==> config.mk <==
export PLATFORM = sky130hd
export DESIGN_NAME = fifo_uart_tx_flat
export DESIGN_NICKNAME = d
export VERILOG_FILES = /design/src/rtl/fifo_uart_tx_if.sv /design/src/rtl/fifo_uart_tx.sv /design/src/flat_wrapper.sv
export SDC_FILE = /design/constraint.sdc
export NUM_CORES = 1
export LEC_CHECK = 0
export ABC_AREA = 1
export CAP_MARGIN = 10
export CORE_AREA = 2 2 45 63
export DETAILED_ROUTE_END_ITERATION = 6
export DIE_AREA = 0 0 47 65
export GPL_TIMING_DRIVEN = 1
export PLACE_DENSITY = 0.69
export SYNTH_ARGS = -nofsm -noshare
export SYNTH_HDL_FRONTEND = slang
export SYNTH_SLANG_ARGS = --single-unit
==> constraint.sdc <==
create_clock -name clk -period 2.9 [get_ports clk]
set_clock_uncertainty 0.1 [all_clocks]
set_input_delay 0.58 -clock clk [delete_from_list [all_inputs] [get_ports clk]]
set_output_delay 0.58 -clock clk [all_outputs]
set_load 0.005 [all_outputs]
==> src/rtl/fifo_uart_tx_if.sv <==
`default_nettype none
// +----------------------------------------------------------------------------+
// | Module   : fifo_uart_tx_if                                                  |
// | Purpose  : Read-side bundle between a FIFO and its UART transmitter         |
// | Revision : 1.0 - initial release                                            |
// +----------------------------------------------------------------------------+
interface fifo_uart_tx_if #(
   parameter int DATA_W = 8
);
   logic              fifo_empty;
   logic [DATA_W-1:0] fifo_data;
   logic              fifo_r_en;

   // master = the transmitter pulling bytes, slave = the FIFO supplying them
   modport master (
      input  fifo_empty,
      input  fifo_data,
      output fifo_r_en
   );

   modport slave (
      output fifo_empty,
      output fifo_data,
      input  fifo_r_en
   );
endinterface

`default_nettype wire

==> src/rtl/fifo_uart_tx.sv <==
`default_nettype none
// +----------------------------------------------------------------------------+
// | Module   : fifo_uart_tx                                                     |
// | Purpose  : Drains a FIFO byte by byte and serialises each as a UART frame   |
// |            (start, data LSB first, optional even parity, stop).             |
// | Options  : define FIFO_UART_TX_PARITY_EN to insert the parity bit           |
// | Revision : 1.0 - initial release                                            |
// +----------------------------------------------------------------------------+
module fifo_uart_tx #(
   parameter int CLKS_PER_BIT = 16,
   parameter int DATA_W       = 8
) (
   input  wire            clk,
   input  wire            rst,
   input  wire            tx_en,
   fifo_uart_tx_if.master fifo,
   output logic           tx,
   output logic           busy,
   output logic           frame_done
);

   localparam int c_baud_w = $clog2(CLKS_PER_BIT);
   localparam int c_bit_w  = (DATA_W > 1) ? $clog2(DATA_W) : 1;

   localparam logic [c_baud_w-1:0] c_baud_last = c_baud_w'(CLKS_PER_BIT - 1);
   localparam logic [c_baud_w-1:0] c_baud_pre  = c_baud_w'(CLKS_PER_BIT - 2);
   localparam logic [c_baud_w-1:0] c_baud_one  = c_baud_w'(1);
   localparam logic [c_bit_w-1:0]  c_bit_last  = c_bit_w'(DATA_W - 1);
   localparam logic [c_bit_w-1:0]  c_bit_one   = c_bit_w'(1);

   typedef enum logic [2:0] {
      S_IDLE   = 3'd0,
      S_FETCH  = 3'd1,
      S_START  = 3'd2,
      S_DATA   = 3'd3,
`ifdef FIFO_UART_TX_PARITY_EN
      S_PARITY = 3'd5,
`endif
      S_STOP   = 3'd4
   } state_t;

   state_t              r_state;
   logic [c_baud_w-1:0] r_baud;
   logic [c_bit_w-1:0]  r_bit_idx;
   logic [DATA_W-1:0]   r_shift;
`ifdef FIFO_UART_TX_PARITY_EN
   logic                r_parity;
`endif

   logic                w_bit_end;
   logic [DATA_W-1:0]   w_shift_next;

   assign w_bit_end    = (r_baud == c_baud_last);
   assign w_shift_next = r_shift >> 1;

   always_ff @(posedge clk or negedge rst) begin
      if (!rst) begin
         r_state        <= S_IDLE;
         r_baud         <= '0;
         r_bit_idx      <= '0;
         r_shift        <= '0;
`ifdef FIFO_UART_TX_PARITY_EN
         r_parity       <= 1'b0;
`endif
         tx             <= 1'b1;
         busy           <= 1'b0;
         frame_done     <= 1'b0;
         fifo.fifo_r_en <= 1'b0;
      end else begin
         fifo.fifo_r_en <= 1'b0;
         frame_done     <= 1'b0;

         case (r_state)
            S_IDLE: begin
               tx     <= 1'b1;
               busy   <= 1'b0;
               r_baud <= '0;
               if (tx_en && !fifo.fifo_empty) begin
                  fifo.fifo_r_en <= 1'b1;
                  busy           <= 1'b1;
                  r_state        <= S_FETCH;
               end
            end

            // The strobe is being seen by the FIFO now; its head byte is on fifo_data.
            S_FETCH: begin
               r_shift   <= fifo.fifo_data;
`ifdef FIFO_UART_TX_PARITY_EN
               r_parity  <= ^fifo.fifo_data;
`endif
               r_baud    <= '0;
               r_bit_idx <= '0;
               tx        <= 1'b0;
               r_state   <= S_START;
            end

            S_START: begin
               if (w_bit_end) begin
                  r_baud  <= '0;
                  tx      <= r_shift[0];
                  r_state <= S_DATA;
               end else begin
                  r_baud <= r_baud + c_baud_one;
               end
            end

            S_DATA: begin
               if (w_bit_end) begin
                  r_baud  <= '0;
                  r_shift <= w_shift_next;
                  if (r_bit_idx == c_bit_last) begin
`ifdef FIFO_UART_TX_PARITY_EN
                     tx      <= r_parity;
                     r_state <= S_PARITY;
`else
                     tx      <= 1'b1;
                     r_state <= S_STOP;
`endif
                  end else begin
                     r_bit_idx <= r_bit_idx + c_bit_one;
                     tx        <= w_shift_next[0];
                  end
               end else begin
                  r_baud <= r_baud + c_baud_one;
               end
            end

`ifdef FIFO_UART_TX_PARITY_EN
            S_PARITY: begin
               if (w_bit_end) begin
                  r_baud  <= '0;
                  tx      <= 1'b1;
                  r_state <= S_STOP;
               end else begin
                  r_baud <= r_baud + c_baud_one;
               end
            end
`endif

            // frame_done is raised one count early so it lands in the final stop cycle.
            S_STOP: begin
               frame_done <= (r_baud == c_baud_pre);
               if (w_bit_end) begin
                  r_baud  <= '0;
                  tx      <= 1'b1;
                  busy    <= 1'b0;
                  r_state <= S_IDLE;
               end else begin
                  r_baud <= r_baud + c_baud_one;
               end
            end

            default: begin
               tx      <= 1'b1;
               busy    <= 1'b0;
               r_baud  <= '0;
               r_state <= S_IDLE;
            end
         endcase
      end
   end

endmodule

`default_nettype wire

==> src/flat_wrapper.sv <==
// flat-port wrapper written by rule: the top's interface ports become plain ports
module fifo_uart_tx_flat 
#(
   parameter int CLKS_PER_BIT = 16,
   parameter int DATA_W       = 8
)
  (clk, rst, tx_en, tx, busy, frame_done, fifo_fifo_empty, fifo_fifo_data, fifo_fifo_r_en);
  fifo_uart_tx_if #(.DATA_W(DATA_W)) fifo_i ();
  input  wire clk;
  input  wire rst;
  input  wire tx_en;
  output logic tx;
  output logic busy;
  output logic frame_done;
  input wire logic [$bits(fifo_i.fifo_empty)-1:0] fifo_fifo_empty;
  input wire logic [$bits(fifo_i.fifo_data)-1:0] fifo_fifo_data;
  output wire logic [$bits(fifo_i.fifo_r_en)-1:0] fifo_fifo_r_en;
  assign fifo_i.fifo_empty = fifo_fifo_empty;
  assign fifo_i.fifo_data = fifo_fifo_data;
  assign fifo_fifo_r_en = fifo_i.fifo_r_en;
  fifo_uart_tx #(.CLKS_PER_BIT(CLKS_PER_BIT), .DATA_W(DATA_W)) u_core (.clk(clk), .rst(rst), .tx_en(tx_en), .fifo(fifo_i), .tx(tx), .busy(busy), .frame_done(frame_done));
endmodule
* Yosys cells after proc, flatten, opt, wreduce, memory -nomap -nowiden
Index checks and enable logic that the tools add are counted.
** Word-level totals
- Flip-flop bits (word level) :: 22
- Latch bits :: 0
- Memory bits (writable) :: 0
- Memory bits (read-only) :: 0
- Input port bits :: 12
- Output and inout bits :: 4
- Memories :: 0
** Operators by class
- $add $sub $neg :: 2
- Multiply operators :: 0
- Divide/modulo/power cells :: 0
- Order comparisons :: 0
- Eq/ne operators :: 13
- Shifts and indexed selects :: 0
- Muxes and demuxes :: 23
- Bitwise logic cells :: 1
- Reduce and logical (&&, ||, !) cells :: 11
** Operators by type and width (number)
- $mux 3 :: 7
- $pmux 8 s2 :: 1
- $pmux 3 s5 :: 1
- $ne 2x1->1 const B :: 5
- $eq 4x4->1 const B :: 2
- $mux 1 :: 8
- $mux 4 :: 2
- $mux 8 :: 1
- $eq 3x2->1 const B :: 2
- $eq 3x3->1 const B :: 2
- $pmux 3 s2 :: 1
- $reduce_and 3->1 :: 2
- $reduce_or 3->1 :: 2
- $reduce_and 5->1 :: 1
- $add 4x1->4 const B :: 1
- $pmux 1 s4 :: 1
- $reduce_and 2->1 :: 2
- $add 3x1->3 const B :: 1
- $eq 3x1->1 const B :: 1
- $logic_not 3->1 :: 1
- $pmux 1 s3 :: 1
- $ne 2x2->1 const B :: 1
- $reduce_bool 2->1 :: 1
- $logic_and 1x1->1 :: 1
- other kinds (2) :: 2

* Longest topological paths before layout
- Depth after elaboration :: 4
- Gate-level depth with buffers :: 8
- Gate-level depth less buffers :: 8

* Worst setup path after synthesis
Ideal clock, no wire load.
- Path kind :: register to register
- Start :: reg u_core.r_bit_idx[0]
- End :: reg u_core.r_state[0]
- Library setup time :: 0.065 ns
- Arrival :: 1.285 ns
- Setup slack :: 1.450 ns
- Cell stages (with the launch flop) :: 8
- Buffers on the path :: 0
- Cell sequence :: dfrtp_1 ha_1 ha_1 nor3_2 nor2_2 nand2_1 nand2_1 nand2_1
** Between the ends
- Longest elaborated chain between the ends :: 3
** RTL lines
- from (decl) :: line fifo_uart_tx.sv:44 : logic [c_bit_w-1:0] r_bit_idx;
- from (signal assigned) :: line fifo_uart_tx.sv:120 : r_bit_idx <= r_bit_idx + c_bit_one;
- $eq 3x3->1 :: line fifo_uart_tx.sv:111 : if (r_bit_idx == c_bit_last) begin
- $ne 2x1->1 (no line)
- $reduce_and 5->1 (no line)
- to (signal assigned) :: line fifo_uart_tx.sv:101 : r_state <= S_DATA;
- to (signal assigned) :: line fifo_uart_tx.sv:117 : r_state <= S_STOP;
- to (signal assigned) :: line fifo_uart_tx.sv:147 : r_state <= S_IDLE;
- to (decl) :: line fifo_uart_tx.sv:42 : state_t r_state;
No other way between the ends.
A chain may end at the register's enable or synchronous reset.

* Worst setup path after layout
- Start :: reg u_core.tx
- End :: out tx
** RTL lines
- from (decl) :: line fifo_uart_tx.sv:17 : output logic tx,
- from (signal assigned) :: line fifo_uart_tx.sv:100 : tx <= r_shift[0];
- from (signal assigned) :: line fifo_uart_tx.sv:121 : tx <= w_shift_next[0];
- to (decl) :: line flat_wrapper.sv:12 : output logic tx;
No word-level cell between the ends.

==> impl_metrics.ini <==
[worst_hold_path]
holdCritPathClass = reg -> reg

[timing]
slew_headroom_pct = 77.16
whs_ns = 0.3911
rsz0062_at_grt = no
timing.final.max_slew_violations = 0
fmaxAchievable_mhz = 492.8
period_needed_ns = 2.029
setup_ws_ns = 0.8707
final.setup.tns_ns = 0
setup_viol = 0
period_share_pct = 69.98
tightestPinTransition_ns = 0.3418
hold_viol = 0

[clock_tree]
clk_pin_slew_ns = 0.13
worstSkewPairLatency_ns = 0.31
htree_levels = 1
ctsResizeCount = 0
root_buffer = clkbuf_4
cts_buffers = 3
cts_tree = yes
ctsHoldBuffers = 0
clock-sinks = 22
cts.path.max_buffers = 2
post-cts-setup-buffers = 0

[critical_path]
cpLargestDelayFamily = flip-flops
worst-path-buf-inv = 1
crit_path_top_delay_cell = dfstp_2
critPathKind = reg -> out
cp_cell_sequence = clkdlybuf4s50_1
cp_slowest_stage_delay_ns = 0.55
worstPathArrival_ns = 1.35
cp_max_fo = 2
cp-start-kind = flip-flop
crit_path_end_kind = output pin
worstPathRequired_ns = 2.22

[power_and_ir_drop]
ir_worst_vdd_v = 0.0006149
finalPower_w = 0.001277
powerDensity_nw_per_um2 = 925.2
power_leakage_nw = 0.6985

[drt]
drt_iter0_markers = 21
drc = 0
via_per_inst = 4.677
vias = 912
wl_per_cell_um = 10.50
ant_nets = 0
dr.pass1.iters = 4
drt_wl_total_um = 2048

[synthesis]
synth_xor_area_share_pct = 0.7634
async_reset_ff_share_pct = 100.0
yosysMostFrequentCell = nand2_1
yosysWarnings = 0
synthAdderAreaFrac_pct = 4.362
synth_top_family_by_area = simple AND/OR/NAND/NOR gates
synth_edf_count = 0
synth_area_um2 = 1147
synth_simple_gate_area_share_pct = 32.61
yosysSeqAreaShare_pct = 48.09
avgSynthCellArea_um2 = 8.137
ys_top_cells_by_area = dfrtp_1 (46%), nand2_1 (16%), inv_1 (4.9%), ha_1 (4.4%), nand3_1 (4.4%)
yosysTopAreaCell = dfrtp_1
synth_top_area_share_pct = 45.80
synthCells = 141
synth_ff_type = dfrtp_1
synth-seq-cells = 22
mappedNetlistNets = 157
yosys-top-cells-count = nand2_1 (50), dfrtp_1 (21), inv_1 (15)
yosysUniqueCellTypes = 21
muxShareOfSynthArea_pct = 0
synth_compound_area_share_pct = 6.761

[global_route]
use_met3_pct = 1.671
antenna_found_initial = 0
grt_pass1_vias = 867
grtUsageMet2_pct = 26.71
grt_busiest_layer = met2
grt_use_total_pct = 15.66
overflow = 0
grt_max_degree = 23
grt_use_met1_pct = 18.65
grt_pass1_wl_um = 3470

[die]
core_region_area_um2 = 2532
dieArea_um2 = 3055
start_util_pct = 45.31
rows = 22
die_w_um = 47
die_h_um = 65
ios = 16

[final_layout]
fin_nets = 176
drive_above_1_share_pct = 12.58
finish.utilization_pct = 54.50
n_antenna_cell = 0
synthToLayoutAreaGrowth_pct = 20.28

[placement]
dpl.hpwl_um = 1577
portBuffers = 15
dp_slack_ns = 1.090
place_congestion = 0.8125

[status]
run_status = complete, no violations

[flow_run]
maxCapViolCount = 0
## per-stage QoR
step | area (µm²) | cells
floorplan | 1147 | 141
global placement | 1328 | 191
detailed placement | 1328 | 191
CTS | 1380 | 195
global route | 1380 | 195
finish | 1380 | 195
## cell usage in the layout (no fill, tap or decap), drive strengths merged
| cell | count |
|---|---|
| dfrtp | 21 |
| nand3 | 10 |
| o21ai | 13 |
| inv | 16 |
| ha | 4 |
| nand3b | 2 |
| dfstp | 1 |
| a21oi | 1 |
| xor2 | 1 |
| nor2 | 12 |
| clkbuf | 3 |
| nand2 | 56 |
| bufinv | 1 |
| nor3 | 1 |
| or2 | 1 |
| clkdlybuf4s50 | 15 |
| buf | 1 |
## flip-flops by register name, indices dropped and copies added, names as in the netlist
name                   cells
u_core.r_baud              4
u_core.frame_done          1
u_core.r_state             3
u_core.r_shift             8
u_core.r_bit_idx           3
u_core.busy                1
u_core.fifo.fifo_r_en      1
u_core.tx                  1
## where the power goes
group          internal, W  switching, W  leakage [nW]
registers         0.000418     0.0000838         0.285
logic             0.000202      0.000339         0.386
clock network     0.000140     0.0000941        0.0279
total             0.000760      0.000517         0.698
## cell families (layout without fill, tap and decap cells)
kind of cell / count (synthesis) / in the layout
AOI/OAI and AO/OA: 14 / 14
xor gates and xnor gates: 1 / 1
adders and majority gates: 4 / 4
buffers and inverters: 18 / 36
DFF: 22 / 22
and+or+nand+nor: 82 / 82
## layout make-up
| cell class | instances | area, µm² |
|---|---|---|
| timing repair buffer | 16 | 157.7 |
| multi-input combinational | 101 | 510.5 |
| clock buffer | 3 | 22.52 |
| clock inverter | 1 | 30.03 |
| inverter | 16 | 62.56 |
| fill | 248 | 1152 |
| sequential | 22 | 551.8 |
| tap | 36 | 45.04 |
## routing by layer
| metal | vias to the layer above | wire (µm) |
|---|---|---|
| met3 | 2 | 51 |
| met1 | 421 | 913 |
| met5 | - | 0 |
| met2 | 12 | 1063 |
| met4 | 0 | 19 |
| li1 | 477 | - |
## path summary, 6_finish.rpt
kind	slack [ns]	cells past startpoint	startpoint	endpoint
min in group asynchronous	0.51	2	rst	u_core.r_shift[5]
max in group asynchronous	1.91	2	rst	u_core.tx
worst max register to register	1.28	7	u_core.r_bit_idx[0]	u_core.r_state[0]
worst min-delay path	0.39	2	u_core.r_bit_idx[1]	u_core.r_bit_idx[1]
worst min register to register	0.39	2	u_core.r_bit_idx[1]	u_core.r_bit_idx[1]
worst max-delay path	0.87	1	u_core.tx	tx
No activity file was read; power rests on OpenSTA's default activity.
